$ cat config.mk
export PLATFORM = sky130hd
export DESIGN_NAME = misr_reg
export DESIGN_NICKNAME = d
export VERILOG_FILES = /design/src/rtl/misr_reg.sv
export SDC_FILE = /design/constraint.sdc
export NUM_CORES = 1
export LEC_CHECK = 0
export CAP_MARGIN = 30
export CORE_AREA = 2 2 39 41
export CTS_BUF_LIST = sky130_fd_sc_hd__clkbuf_8
export DETAILED_ROUTE_END_ITERATION = 10
export DIE_AREA = 0 0 41 43
export PLACE_DENSITY = 0.74
export SLEW_MARGIN = 10
export SYNTH_ARGS = -nofsm -noshare
export SYNTH_HDL_FRONTEND = slang
export SYNTH_SLANG_ARGS = --single-unit
$ cat constraint.sdc
create_clock -name clk -period 1.25 [get_ports clk]
set_clock_uncertainty 0.05 [all_clocks]
set_input_delay 0.25 -clock clk [delete_from_list [all_inputs] [get_ports clk]]
set_output_delay 0.25 -clock clk [all_outputs]
set_load 0.01 [all_outputs]
$ cat src/rtl/misr_reg.sv
// W-bit multiple-input signature register. load (reseed) has priority over
// en (compact one response word).
module misr_reg #(
  parameter int          W    = 8,
  parameter logic [W-1:0] POLY = W'(8'h1D),
  parameter logic [W-1:0] SEED = '0
) (
  input  logic         clk,
  input  logic         reset,
  input  logic         load,
  input  logic         en,
  input  logic [W-1:0] din,
  output logic [W-1:0] sig
);

  logic [W-1:0] feedback;

  assign feedback = sig[W-1] ? POLY : '0;

  always_ff @(posedge clk or posedge reset) begin
    if (reset) begin
      sig <= SEED;
    end else if (load) begin
      sig <= SEED;
    end else if (en) begin
      sig <= {sig[W-2:0], 1'b0} ^ feedback ^ din;
    end
  end

endmodule

# Yosys cells after proc, flatten, opt, wreduce, memory -nomap -nowiden
# Cells that the tools add are included.
# W data, S select, Z words.
dict set report word_totals {
  ramBits 0
  latch_bits 0
  reg_bits 8
  input_bits 12
  wordCells 7
  output_inout_bits 8
  memories 0
  rom_bits 0
}
dict set report classes {
  n_bitwise 2
  eq_ne 0
  n_shift 0
  reduce_logical 1
  n_mux 3
  n_lt_le_gt_ge 0
  div 0
  n_mul 0
  addsub 0
}
# operator count
set op_table {}
lappend op_table {{$mux W8} 2}
lappend op_table {{$xor A8 B5 Y8} 1}
lappend op_table {{$xor A8 B8 Y8} 1}
lappend op_table {{$mux W5} 1}
lappend op_table {{$reduce_bool A2 Y1} 1}

# Depth between registers and ports, before layout
dict set report depth {
  depth_word 5
  ltp_mapped 4
  ltp_nobuf 3
}

# Worst setup path before layout
# OpenSTA, ideal clock, no wires.
dict set report synth_timing {
  path_kind {flip-flop to flip-flop}
  startpoint {register sig[2]}
  endpoint {register sig[3]}
  setup_slack_ps 213
  arrival_ps 863
  setup_ps 124
  n_path_buf 0
  path_stages_with_launch 4
  synth_period_minus_slack_ps 1037
  t_required_ps 1076
  path_cell_list {dfrtp_1 -> xnor2_1 -> mux2i_1 -> o21ai_1}
}
dict set report synth_between {
  elab_chain_len 4
}
# element line_no
set synth_lines {}
lappend synth_lines {{start, declared} 13} ;# output logic [W-1:0] sig
lappend synth_lines {{start signal, assigned} 26} ;# sig <= {sig[W-2:0], 1'b0} ^ feedback ^ din;
lappend synth_lines {{$xor A8 B5 Y8} 26}
lappend synth_lines {{$xor A8 B8 Y8} 26}
lappend synth_lines {{$mux W8} 25} ;# end else if (en) begin
lappend synth_lines {{$mux W8} 23} ;# end else if (load) begin
# No other way between the ends. The select of a mux whose other input is x is not followed.
# A chain may end at the register's enable or synchronous reset.

# Worst setup path after layout
dict set report layout_timing {
  startpoint {register sig[2]}
  endpoint {output sig[2]}
}
# No word-level cell between the ends.

==> metrics.md <==
| Metric | Value |
|---|---|
| DRT Pass-1 Iters | `2` |
| First-pass GRT wire length | `around 1600 um` |
| Fillers | `around 130` |
| Fin. Hold Viols | `0` |
| Cell row count | `14` |
| VDD IR max | `588.7 uV` |
| Gr ovfl total | `0` |
| Min cycle time layout | `about 1200 ps` |
| Largest net degree at the start of global routing | `9` |
| Run status | `complete, no violations` |
| Critical path type | `reg -> out` |
| Final period util | `0.9532` |
| # diodes | `0` |
| Post-synthesis mux area share | `0.06522` |
| Largest family of logic cells by synthesized area | `XOR/XNOR gates` |
| Commonest non-fill, non-tap cell in the layout | `buf_4` |
| Setup TNS | `0 ps` |
| Max Cap Viol | `0` |
| Buf+Inv Stages, Crit Path | `1` |
| Power Density | `1074 mW/mm^2` |
| Clock sink total | `8` |
| Worst min path class | `in -> async` |
| RSZ-0062 raised after global routing | `no` |
| Transition time of the tightest slew-check pin | `about 300 ps` |
| Post-CTS setup buffers | `0` |
| DRC Markers | `0` |
| Syn_area_per_cell | `about 12 sq um` |
| H-tree depth | `1` |
| CTS buffer count | `3` |
| Root Buffer | `clkbuf_8` |
| Placer congestion estimate | `about 0.72` |
| WP data arrival | `890 ps` |
| Routed Antenna Nets | `0` |
| Final non-filler cell total | `91` |
| Leakage dissipation | `~0.38 nW` |
| Hold Buf Count CTS | `0` |
| Max Clock Freq | `839.3 MHz` |
| Area of the core | `roughly 0.0014 sq mm` |
| Die height | `between 40 and 50 um` |
| Simple-gate share of the synthesized area | `0.1440` |
| Synth Area in XOR/XNOR | `0.1522` |
| Post-Syn Instances | `40` |
| Worst-skew pair later-pin latency | `around 230 ps` |
| Placed Instances | `88` |
| Max reg flops | `8` |
| Routed wire length | `between 900 and 1000 um` |
| CP startpoint kind | `register` |
| CP peak stage delay | `about 380 ps` |
| Die ar. | `~0.0018 sq mm` |
| Clock-pin slew on the worst setup and hold paths | `around 40 ps` |
| Reg with most FFs | `sig` |
| Share of cells above drive strength 1 | `0.3333` |
| P&R area growth vs syn | `73.37%` |
| DRT iter0 DRCs | `1` |
| CP endpoint kind | `output port` |
| Crit path max-delay cell type | `dfrtp_1` |
| Synthesized net count | `52` |
| Avg WL per Cell | `10.47 um` |
| Synth cell types | `12` |
| Die width | `~40 um` |
| Via count | `a little over 400` |
| Vias per cell | `~4.5` |
| Detailed Place HPWL | `roughly 810 um` |
| Clk buf depth | `2` |
| Worst path cell trace | `dlygate4sd2_1` |
| Synth Area in Compound Gates | `0.1467` |
| Initial antenna violation count | `0` |
| Synth warnings | `0` |
| Family with the most delay on the worst path | `flip-flops` |
| Register bit total from synthesis | `8` |
| Synthesized cell area | `roughly 460 sq um` |
| Vias in the first global route | `about 400` |
| Worst path required time | `950 ps` |
| Slew Limit Headroom | `0.7995` |
| Port bufs | `19` |
| Slew Viols, Final | `0` |
| IO Pins | `20` |
| Final setup viols | `0` |
| Nets | `~90` |
| Post-synthesis sequential area ratio | `0.4348` |
| Overall power | `0.0008570 W` |
| Leading registers by flop count | `sig: 8 flops` |
| Starting Density | `0.3327` |
| Leading cell types in the layout, fill and taps excluded | `15 x buf_4, 11 x clkdlybuf4s50_1, 8 x xnor2_1, 8 x dlygate4sd2_1, 8 x dfrtp_1` |
| GRT Util Overall | `0.1472` |
| CP Max Fanout | `2` |
| Synth Area in Adders | `0` |
| CTS tree | `built` |
[through the flow]
stage               instance area [sq um]  hold slack, ps    util  setup WS [ps]
floorplan                           460.4           15.66       -          212.6
global placement                    760.7           471.3  0.5497         -116.5
detailed placement                  760.7           477.6  0.5497         -148.6
CTS                                 792.0           227.1  0.5723          42.01
global route                        798.3           278.3  0.5769          12.45
finish                              798.3           213.4  0.5769          58.52
[power by group]
group          switching [W]  total (W)  internal (W)  leakage (nW)
Combinational      0.0000983   0.000246      0.000148         0.252
Sequential         0.0000108   0.000294      0.000284         0.105
Clock               0.000107   0.000316      0.000209        0.0216
[cells in the mapped netlist]
cell type	instances	share of area
a211oi_1	2	0.033
a211oi_2	3	0.082
and3b_1	1	0.019
buf_6	2	0.049
dfrtp_1	8	0.43
inv_1	1	0.0081
mux2i_1	3	0.065
nand2b_2	3	0.057
nor2_1	5	0.041
nor3b_2	1	0.027
o21ai_1	3	0.033
xnor2_1	8	0.15
[cell type report]
type	instances	area, sq um	share of cell area
Tap cell	16	20.02	0.02508
Sequential cell	8	200.2	0.2508
Multi-Input combinational cell	29	240.2	0.3009
Timing Repair Buffer	34	292.8	0.3668
Clock buffer	3	41.29	0.05172
Inverter	1	3.754	0.004702
[timing repair]
item	4_1_cts	5_1_grt
endpoints found under the setup margin	8	2
resized for setup	8	1
pin swaps	0	0
[routing by layer]
metal	GRT usage	up-vias	routed length, um	part of all wire
met3	0.06283	5	67	0.070
met4	0.1200	0	40	0.042
met5	0	-	0	0
met1	0.1633	182	395	0.41
met2	0.2063	15	449	0.47
li1	-	209	-	-
[path summary, 6_finish.rpt]
check / endpoint / cells after the start / startpoint / slack [ps]
max: sig[2] / 1 / sig[2] / 60
min: sig[1] / 2 / reset / 210
max reg2reg: sig[2] / 4 / sig[1] / 70
min reg2reg: sig[4] / 3 / sig[4] / 590
max in group asynchronous: sig[5] / 2 / reset / 700
min in group clk: sig[4] / 3 / sig[4] / 590
[logic make-up after synthesis]
group / count (synthesis)
multiplexers: 3
AND/OR/NAND/NOR: 10
XOR/XNOR: 8
buffers and inverters: 3
flip-flops: 8
AO/OA/AOI/OAI: 8
No activity file was read; power rests on OpenSTA's default activity.
